**src/rtl/cmp_share_arbiter_pkg.sv**
```systemverilog
// Package: cmp_share_arbiter_pkg
// Purpose: shared constants for the compare/subtract sharing block:
//   default datapath width, op encoding and the signed less-than fix-up.
// Contents:
//   DEF_DATA_W  default operand/result width
//   OP_SUB      op code for A-B
//   OP_SLT      op code for signed A<B
//   slt_fix     signed less-than from operand MSBs and the difference MSB
package cmp_share_arbiter_pkg;

    localparam int unsigned DEF_DATA_W = 64;

    localparam logic OP_SUB = 1'b0;
    localparam logic OP_SLT = 1'b1;

    // When the signs differ the subtraction may overflow, so the sign of A alone
    // decides; otherwise the sign of the difference is exact.
    function automatic logic slt_fix(input logic a_msb, input logic b_msb, input logic d_msb);
        return (a_msb ^ b_msb) ? a_msb : d_msb;
    endfunction

endpackage

```
**src/rtl/cmp_share_arbiter_rr_arbiter.sv**
```systemverilog
// Module: cmp_share_arbiter_rr_arbiter
// Purpose: round-robin arbiter with its own rotating priority pointer.
//   Grants the first asserted request scanning upward from the pointer,
//   wrapping modulo NUM_REQ. The pointer moves past the winner only when a
//   grant is issued.
// Ports:
//   clk      in   clock, rising edge
//   rst      in   synchronous active-high reset (pointer -> 0)
//   req      in   request vector
//   en       in   grant enable; no grant while low
//   gnt      out  one-hot grant (or zero)
//   gnt_idx  out  index of the granted request
//   gnt_any  out  a grant is issued this cycle
module cmp_share_arbiter_rr_arbiter #(
    parameter int unsigned NUM_REQ = 4,
    parameter int unsigned ID_W    = 2
) (
    input  logic               clk,
    input  logic               rst,
    input  logic [NUM_REQ-1:0] req,
    input  logic               en,
    output logic [NUM_REQ-1:0] gnt,
    output logic [ID_W-1:0]    gnt_idx,
    output logic               gnt_any
);

    logic [ID_W-1:0] ptr_q, ptr_d;
    logic [ID_W-1:0] cand;

    always_comb begin
        gnt     = '0;
        gnt_idx = '0;
        gnt_any = 1'b0;
        cand    = '0;
        if (en) begin
            for (int unsigned k = 0; k < NUM_REQ; k++) begin
                cand = ID_W'((32'(ptr_q) + k) % NUM_REQ);
                if (!gnt_any && req[cand]) begin
                    gnt[cand] = 1'b1;
                    gnt_idx   = cand;
                    gnt_any   = 1'b1;
                end
            end
        end
    end

    always_comb begin
        ptr_d = ptr_q;
        if (gnt_any) begin
            ptr_d = (gnt_idx == ID_W'(NUM_REQ - 1)) ? '0 : gnt_idx + ID_W'(1);
        end
    end

    always_ff @(posedge clk) begin
        if (rst) begin
            ptr_q <= '0;
        end else begin
            ptr_q <= ptr_d;
        end
    end

endmodule

```
**src/rtl/cmp_share_arbiter.sv**
```systemverilog
// Module: cmp_share_arbiter
// Purpose: shares one subtract / signed-compare datapath among NUM_REQ
//   requesters with round-robin arbitration and a registered, one-deep,
//   ID-tagged response.
// Ports:
//   clk        in   clock, rising edge
//   rst        in   synchronous active-high reset
//   req_valid  in   per-requester request valid
//   req_ready  out  per-requester accept, one-hot or zero
//   req_op     in   per-requester op (OP_SUB / OP_SLT)
//   req_a      in   packed operand A, requester i at [i*DATA_W +: DATA_W]
//   req_b      in   packed operand B, same packing
//   rsp_valid  out  response valid
//   rsp_ready  in   downstream accepts response
//   rsp_id     out  requester index that issued the response
//   rsp_data   out  SUB: A-B wrapped; SLT: zero-extended signed A<B
module cmp_share_arbiter
    import cmp_share_arbiter_pkg::*;
#(
    parameter int unsigned NUM_REQ = 4,
    parameter int unsigned DATA_W  = DEF_DATA_W,
    parameter int unsigned ID_W    = 2
) (
    input  logic                      clk,
    input  logic                      rst,
    input  logic [NUM_REQ-1:0]        req_valid,
    output logic [NUM_REQ-1:0]        req_ready,
    input  logic [NUM_REQ-1:0]        req_op,
    input  logic [NUM_REQ*DATA_W-1:0] req_a,
    input  logic [NUM_REQ*DATA_W-1:0] req_b,
    output logic                      rsp_valid,
    input  logic                      rsp_ready,
    output logic [ID_W-1:0]           rsp_id,
    output logic [DATA_W-1:0]         rsp_data
);

    logic               slot_free;
    logic               grant_en;
    logic [NUM_REQ-1:0] gnt;
    logic [ID_W-1:0]    gnt_idx;
    logic               xfer;

    logic [DATA_W-1:0]  sel_a, sel_b, diff, result;
    logic               sel_op, lt;

    logic               rsp_valid_q, rsp_valid_d;
    logic [ID_W-1:0]    rsp_id_q, rsp_id_d;
    logic [DATA_W-1:0]  rsp_data_q, rsp_data_d;

    // The response register is the only buffer, so a new grant needs it empty
    // or draining this cycle.
    assign slot_free = !rsp_valid_q || rsp_ready;
    assign grant_en  = slot_free && !rst;

    cmp_share_arbiter_rr_arbiter #(
        .NUM_REQ (NUM_REQ),
        .ID_W    (ID_W)
    ) u_arb (
        .clk     (clk),
        .rst     (rst),
        .req     (req_valid),
        .en      (grant_en),
        .gnt     (gnt),
        .gnt_idx (gnt_idx),
        .gnt_any (xfer)
    );

    // Grants only go to valid requesters, so ready implies a transfer.
    assign req_ready = gnt;

    always_comb begin
        sel_a  = req_a[32'(gnt_idx) * DATA_W +: DATA_W];
        sel_b  = req_b[32'(gnt_idx) * DATA_W +: DATA_W];
        sel_op = req_op[gnt_idx];
        diff   = sel_a + ~sel_b + DATA_W'(1);
        lt     = slt_fix(sel_a[DATA_W-1], sel_b[DATA_W-1], diff[DATA_W-1]);
        result = (sel_op == OP_SLT) ? {{(DATA_W-1){1'b0}}, lt} : diff;
    end

    always_comb begin
        rsp_valid_d = rsp_valid_q;
        rsp_id_d    = rsp_id_q;
        rsp_data_d  = rsp_data_q;
        if (xfer) begin
            rsp_valid_d = 1'b1;
            rsp_id_d    = gnt_idx;
            rsp_data_d  = result;
        end else if (rsp_ready) begin
            // Drain without refill: data is held, only valid drops.
            rsp_valid_d = 1'b0;
        end
    end

    always_ff @(posedge clk) begin
        if (rst) begin
            rsp_valid_q <= 1'b0;
            rsp_id_q    <= '0;
            rsp_data_q  <= '0;
        end else begin
            rsp_valid_q <= rsp_valid_d;
            rsp_id_q    <= rsp_id_d;
            rsp_data_q  <= rsp_data_d;
        end
    end

    assign rsp_valid = rsp_valid_q;
    assign rsp_id    = rsp_id_q;
    assign rsp_data  = rsp_data_q;

endmodule

```
**config.mk**
```make
export PLATFORM = sky130hd
export DESIGN_NAME = cmp_share_arbiter
export DESIGN_NICKNAME = d
export VERILOG_FILES = /design/src/rtl/cmp_share_arbiter_pkg.sv /design/src/rtl/cmp_share_arbiter_rr_arbiter.sv /design/src/rtl/cmp_share_arbiter.sv
export SDC_FILE = /design/constraint.sdc
export NUM_CORES = 1
export LEC_CHECK = 0
export ABC_CLOCK_PERIOD_IN_PS = 8900
export CAP_MARGIN = 20
export CELL_PAD_IN_SITES_DETAIL_PLACEMENT = 0
export CELL_PAD_IN_SITES_GLOBAL_PLACEMENT = 1
export CORE_AREA = 2 2 231 233
export CTS_CLUSTER_DIAMETER = 120
export CTS_CLUSTER_SIZE = 12
export DETAILED_ROUTE_END_ITERATION = 16
export DIE_AREA = 0 0 233 235
export PLACE_DENSITY_LB_ADDON = 0.12
export RECOVER_POWER = 100
export REMOVE_ABC_BUFFERS = 1
export SETUP_SLACK_MARGIN = 0.15
export SLEW_MARGIN = 5
export SYNTH_ARGS = -nofsm -noshare
export SYNTH_HDL_FRONTEND = slang
export SYNTH_SLANG_ARGS = --single-unit
```
**constraint.sdc**
```tcl
create_clock -name clk -period 8.9 [get_ports clk]
set_input_delay 0.89 -clock clk [delete_from_list [all_inputs] [get_ports clk]]
set_output_delay 0.89 -clock clk [all_outputs]
set_load 0.05 [all_outputs]
```
==> run summary, run 1 <==
Peak supply drop -> 83.9 uV
Fmax achieved -> 126 MHz
Clk_skew -> 0.0106 ns
Design Power -> 3.35 mW
Post-cts sizing count -> 0
Global Route Usage Sum -> 18.7%
First-pass GRT wire length -> 80100 um
Detailed router's first-iteration violation count -> 655
Start-to-end type of the worst setup path -> reg -> reg
Highest cell delay on the worst timing path -> 0.97 ns
Number of flops mapped to enable cells by yosys -> 0
Worst hold endpoint -> rsp_data[0]
Sequential cell area in the final layout -> 1380 um^2
Floorplan die area -> 54800 um^2
HPWL after DPL -> 42700 um
Reg-to-reg critical path endpoint -> rsp_data[50]
Worst hold slack across all endpoints -> 0.447 ns
Initial standard-cell utilization of the core -> 20.3%
Clock tree from TritonCTS -> yes
RSZ-0062 raised after global routing -> no
Number of antenna cells inserted -> 0
Number of iterations in the first detailed-routing pass -> 5
Combinational Power Share -> 76.0%
Final routed wire length divided by cell count -> 18.4 um
Number of instances in the synthesized netlist -> 1734
Ys flop type -> sky130_fd_sc_hd__dfxtp_1
Num CTS Buffers -> 9
Top post-synthesis cells by count -> sky130_fd_sc_hd__nand2_1 (537), sky130_fd_sc_hd__o21ai_0 (124), sky130_fd_sc_hd__a21oi_1 (108)
Library cell with the highest instance count after synthesis -> sky130_fd_sc_hd__nand2_1
Ratio of total power to cell area -> 193 nW/um^2
Number of port buffers -> 593
Final hold viol count -> 0
Switching power -> 1.75 mW
Deepest clock path buffer count -> 2
Hold buffer count at cts -> 0
Number of global-route vias before repair -> 13747
R2r setup slk -> 0.97 ns
Via count -> 13800
Fillers -> 5781
Largest net degree at the start of global routing -> 135
# DRC -> 0
Clk network pwr share -> 11.3%
Hold path startpoint -> rsp_data[0]
Number of endpoints failing setup at the final stage -> 0
Post-route minimum period -> 7.93 ns
Worst-path fanout max -> 90
Worst slew pin tran -> 1.20 ns
# clock sinks -> 69
Final period util -> 89.2%
Startpoint Class -> flop
Fraction of post-synthesis cell area in the top cell type by area -> 19.0%
Antenna violations before repair -> 1
Detail Route Antenna Nets -> 0
Reg-to-reg critical path startpoint -> u_arb.ptr_q[0]
Relative slew slack -> 19.7%
Max-slew violation count -> 0
Post-synthesis instance area -> 10600 um^2
Gp weighted congestion -> 0.848
GRT overflow -> 0
Standard cell with the maximum stage delay on the critical path -> sky130_fd_sc_hd__a311oi_1
Post-CTS setup buffer count -> 0
Proportion of power drawn by flip-flops and latches -> 12.7%
Die width -> 233 um
Result of the run -> finished clean
Hold Path Depth -> 2
Hold Crit Class -> reg -> reg
Library cell with the largest summed area after synthesis -> sky130_fd_sc_hd__nand2_1
DR vias/cell -> 4.73
Yosys warning total -> 0
Clock latency at the later pin of the worst-skew pair -> 0.34 ns
Die H -> 235 um
Biggest area contributors in the synthesized netlist -> sky130_fd_sc_hd__nand2_1 (19%), sky130_fd_sc_hd__dfxtp_1 (13%), sky130_fd_sc_hd__ha_1 (8.5%)
I/O pin count -> 594
Non-filler instance count after layout -> 2915
Distinct cell type count of the synthesized netlist -> 74
Post-synthesis sequential area ratio -> 13.1%
CTS H-Tree Depth -> 3
Count of state elements after synthesis -> 69
Fraction of layout cells with a size suffix above 1 -> 2.38%
Post-Synthesis Mean Instance Area -> 6.10 um^2
Worst Reg-to-Reg Cells -> 21
Root Buffer -> sky130_fd_sc_hd__clkbuf_16
Clock-pin slew on the worst setup and hold paths -> 0.07 ns
Number of nets at the end of the flow -> 2819
Int Pwr -> 1.60 mW
Combined area of the multi-input logic cells -> 8630 um^2
Routed wire length -> 53700 um
Switching fraction of total power -> 52.2%
Cell breakdown of the critical path -> inv_1, ha_1, mux4_2, nor4b_4, a21oi_1, or3_4, inv_8, nand2_1, a31oi_1, ha_1, fa_1, nor2b_1, o31a_1, o31a_1, a311oi_1, o32ai_1, or2_0, o21ai_0, o21ba_1, xor2_1, o21ai_0
Number of placed cells counting well taps -> 2899
Data required time at the worst endpoint -> 9.12 ns
Core ar. -> 52200 um^2
Critical Path Sink Type -> flop
Number of max-capacitance violations reported -> 0
Synth async-reset ratio -> 0%
Area growth, synth to finish -> 64.0%
WP data arrival -> 8.15 ns
Leakage power total -> 6.94 nW
FP Rows -> 84
-- metal layers --
metal | vias up | routed length (um) | track usage [%]
met1 | 6308 | 23500 | 23.1
li1 | 7081 | - | -
met4 | 2 | 750 | 3.42
met3 | 33 | 3330 | 3.64
met5 | - | 13 | 0
met2 | 376 | 26200 | 33.4
-- power groups by stage --
stage | clock [mW] | sequential [mW] | combinational, mW
2_1_floorplan | 0 | 0.685 | 1.44
3_3_place_gp | 0 | 0.433 | 2.59
3_5_place_dp | 0 | 0.436 | 2.59
4_1_cts | 0.396 | 0.430 | 2.60
5_1_grt | 0.407 | 0.436 | 2.80
6_report | 0.380 | 0.425 | 2.54
-- cells in the final DEF, fill, tap and decap left out, drive strengths merged, types with 5 or more instances in the layout --
master,synthesis,layout
o211ai,7,7
buf,26,13
nor3b,5,5
o21bai,8,8
dfxtp,69,69
xor2,28,28
nand2b,8,8
a31oi,77,77
inv,21,21
mux2i,9,9
nand2,541,541
dlygate4sd3,0,72
and2,70,70
a211oi,70,70
a21oi,110,110
clkbuf,103,11
nor4,5,5
o21ai,124,124
ha,72,72
nand4,10,10
a22oi,11,11
nor2b,11,11
nand3,93,93
o21a,9,9
xnor2,21,21
nor3,33,33
a21o,36,36
nor2,76,76
clkdlybuf4s50,0,520
and3,8,8
-- cell families (layout without fill, tap and decap cells) --
kind of cell               count (synthesis)  in the layout  synth area share [%]
xor gates and xnor gates                  49             49                  4.06
AOI/OAI and AO/OA                        500            500                  30.0
buffers and inverters                    150            643                  5.64
and+or+nand+nor                          876            876                  36.3
muxes                                     16             16                  2.02
DFF                                       69             69                  13.1
adders and majority gates                 74             74                  8.89
-- worst max-delay path, delay by kind of cell (launching register included) --
kind,cells,cell delay (ns)
adder cells (fa/ha/maj),3,0.88
AND/OR/NAND/NOR,5,1.50
AO/OA/AOI/OAI,9,3.03
multiplexers,1,0.64
XOR/XNOR,1,0.19
flip-flops,1,0.71
buffers and inverters,2,0.73
-- registers in the layout (all words and copies together) (netlist names) --
| signal | cells |
|---|---|
| u_arb.ptr_q | 2 |
| rsp_data | 64 |
| rsp_valid | 1 |
| rsp_id | 2 |
-- per-stage QoR --
step                setup TNS [ns]  worst slack, ns  util, %  cell area, um^2
floorplan                  -114.13            -2.41        -            10100
finish                           0            0.965     33.2            17400
detailed placement               0             1.15     32.7            17100
global placement                 0             1.21     32.7            17100
global route                     0            0.368     33.2            17400
CTS                              0             1.15     33.2            17400
-- how the worst max path moves through the flow --
| stage | start | endpoint | slack (ns) |
|---|---|---|---|
| final | u_arb.ptr_q[0] | rsp_data[50] | 0.97 |
| after global routing | u_arb.ptr_q[0] | rsp_data[50] | 0.37 |
| after CTS | u_arb.ptr_q[0] | rsp_data[62] | 1.15 |
| after detailed placement | req_valid[0] | rsp_data[62] | 1.15 |
| after global placement | req_valid[2] | rsp_data[62] | 1.21 |
| after floorplan | u_arb.ptr_q[0] | rsp_data[63] | -2.41 |
-- final cells by class --
class | instances | area share, %
clock buffer | 10 | 1.38
clock inverter | 6 | 0.360
inverter | 21 | 0.497
multi-input combinational | 1515 | 49.7
sequential | 69 | 7.96
tap | 688 | 4.96
timing repair buffer | 606 | 35.1
(Power assumes the default switching activity.)
==> run 2, diff against run 1 <==
--- a/config.mk
+++ b/config.mk
@@ -5,7 +5,6 @@
 export SDC_FILE = /design/constraint.sdc
 export NUM_CORES = 1
 export LEC_CHECK = 0
-export ABC_CLOCK_PERIOD_IN_PS = 8900
 export CAP_MARGIN = 20
 export CELL_PAD_IN_SITES_DETAIL_PLACEMENT = 0
 export CELL_PAD_IN_SITES_GLOBAL_PLACEMENT = 1
@@ -14,7 +13,7 @@
 export CTS_CLUSTER_SIZE = 12
 export DETAILED_ROUTE_END_ITERATION = 16
 export DIE_AREA = 0 0 233 235
-export PLACE_DENSITY_LB_ADDON = 0.12
+export PLACE_DENSITY = 0.8
 export RECOVER_POWER = 100
 export REMOVE_ABC_BUFFERS = 1
 export SETUP_SLACK_MARGIN = 0.15
==> run 2 against run 1 <==
Final area increased by 0.38%. First-iteration DRC count increased by 38%. Via count grew 4.8%. Core utilization rose by 0.13 points. Largest cell class unchanged. The flow now finishes with violations (max-capacitance violations, max-slew violations). Cell count up 0.58%. Fmax fell by 2.2%. Setup slack got worse by 0.18 ns. Combinational power hardly changed.
==> run summary, run 2 (synthesis results as in run 1) <==
Die width -> 233 um
Worst slew pin tran -> 2.26 ns
Post-route minimum period -> 8.11 ns
I/O pin count -> 594
Final period util -> 91.1%
Standard cell with the maximum stage delay on the critical path -> sky130_fd_sc_hd__dfxtp_1
Critical Path Sink -> rsp_data[63]
Clock tree from TritonCTS -> yes
Ratio of total power to cell area -> 195 nW/um^2
Final core utilization -> 33.4%
Largest register FFs -> 64
Largest net degree at the start of global routing -> 130
Max-slew violation count -> 33
Combined area of the multi-input logic cells -> 8610 um^2
Final hold viol count -> 0
# clock sinks -> 69
Post-cts sizing count -> 0
Clock-pin slew on the worst setup and hold paths -> 0.06 ns
Fillers -> 5727
Fmax achieved -> 123 MHz
Die H -> 235 um
Startpoint Class -> flop
GRT overflow -> 0
Global Route Usage Sum -> 19.0%
RSZ-0062 raised after global routing -> no
Detail Route Antenna Nets -> 0
Core ar. -> 52200 um^2
Clk_skew -> 0.0103 ns
Worst-path fanout max -> 120
Num CTS Buffers -> 9
Detailed router's first-iteration violation count -> 903
FP Rows -> 84
# DRC -> 0
Relative slew slack -> -50.8%
Commonest non-fill, non-tap cell in the layout -> sky130_fd_sc_hd__nand2_1
Result of the run -> complete, but fails checks
Number of global-route vias before repair -> 14342
Highest cell delay on the worst timing path -> 0.73 ns
Fraction of layout cells with a size suffix above 1 -> 2.77%
Hold Crit Class -> reg -> reg
HPWL after DPL -> 43700 um
Final Cell Area -> 17400 um^2
CTS H-Tree Depth -> 3
First-pass GRT wire length -> 81500 um
Sequential cell area in the final layout -> 1380 um^2
Data required time at the worst endpoint -> 9.11 ns
Most used cells in the layout excluding fill and tap cells -> sky130_fd_sc_hd__nand2_1 (537), sky130_fd_sc_hd__clkdlybuf4s50_1 (520), sky130_fd_sc_hd__o21ai_0 (124)
Violations in the final reports -> max-capacitance violations, max-slew violations
Launching instance or port of the critical path -> u_arb.ptr_q[0]
Reg-to-reg critical path startpoint -> u_arb.ptr_q[0]
Number of port buffers -> 593
Total negative slack for setup checks -> 0 ns
Area growth, synth to finish -> 64.6%
Clock latency at the later pin of the worst-skew pair -> 0.37 ns
Floorplan die area -> 54800 um^2
Start-to-end type of the worst setup path -> reg -> reg
Antenna violations before repair -> 3
WP data arrival -> 8.32 ns
Gp weighted congestion -> 0.874
Number of nets at the end of the flow -> 2833
Deepest clock path buffer count -> 2
Number of max-capacitance violations reported -> 2
Hold buffer count at cts -> 0
Critical Path Sink Type -> flop
Number of iterations in the first detailed-routing pass -> 6
Final routed wire length divided by cell count -> 18.5 um
Peak supply drop -> 101 uV
R2r setup slk -> 0.79 ns
Reg-to-reg critical path endpoint -> rsp_data[63]
Leakage power total -> 7.01 nW
Post-CTS setup buffer count -> 0
Routed wire length -> 54200 um
Placed cell areas -> 17100 um^2
Root Buffer -> sky130_fd_sc_hd__clkbuf_16
Worst Reg-to-Reg Cells -> 25
Number of endpoints failing setup at the final stage -> 0
DR vias/cell -> 4.93
Worst hold slack across all endpoints -> 0.446 ns
Initial standard-cell utilization of the core -> 20.3%
Via count -> 14465
==> run 2: worst max-delay path: cells and delay by family (launching register included) <==
kind                     cells  cell delay (ns)
multiplexers                 1             0.64
flip-flops                   1             0.73
AO/OA/AOI/OAI                7             1.53
AND/OR/NAND/NOR              9             1.85
adder cells (fa/ha/maj)      3             1.37
buffers and inverters        5             1.59
==> run 2: layer usage <==
| layer | vias to the layer above | share of wire (%) | global-route usage [%] |
|---|---|---|---|
| met5 | - | 0 | 0 |
| met4 | 0 | 2.5 | 5.91 |
| met3 | 71 | 7.3 | 3.91 |
| met2 | 576 | 49 | 34.0 |
| met1 | 6702 | 41 | 22.3 |
| li1 | 7116 | - | - |
==> run 2: how the worst min path moves through the flow <==
| stage | startpoint | end | slack [ns] | cells past startpoint |
|---|---|---|---|---|
| final | rsp_data[56] | rsp_data[56] | 0.45 | 2 |
| after global routing | rsp_data[26] | rsp_data[26] | 0.47 | 2 |
| after CTS | rsp_data[20] | rsp_data[20] | 0.45 | 2 |
| after detailed placement | rsp_data[20] | rsp_data[20] | 0.44 | 2 |
| after global placement | rsp_data[8] | rsp_data[8] | 0.44 | 2 |
| after floorplan | u_arb.ptr_q[1] | u_arb.ptr_q[1] | 0.63 | 2 |
==> run 2: report_power, final <==
group | switching [mW] | total [mW] | internal (mW) | leakage, nW
clock network | 0.164 | 0.404 | 0.240 | 0.152
registers | 0.0414 | 0.426 | 0.385 | 0.565
logic | 1.58 | 2.57 | 0.995 | 6.29
total | 1.78 | 3.40 | 1.62 | 7.01
==> run 2: final cells by class <==
cell class / instances / share of cell area (%)
Clock inverter: 3 / 0.244
Timing Repair Buffer: 620 / 35.4
Sequential cell: 69 / 7.93
Antenna cell: 3 / 0.0431
Multi-Input combinational cell: 1515 / 49.4
Tap cell: 688 / 4.94
Clock buffer: 13 / 1.55
Inverter: 21 / 0.496
==> run 2: per-stage QoR <==
stage	power, mW	std cells	setup WS (ns)
6_report	3.40	2932	0.790
5_1_grt	3.68	2931	0.158
2_1_floorplan	2.12	1605	-2.41
3_3_place_gp	3.01	2911	0.901
4_1_cts	3.46	2929	0.715
3_5_place_dp	3.03	2913	0.698
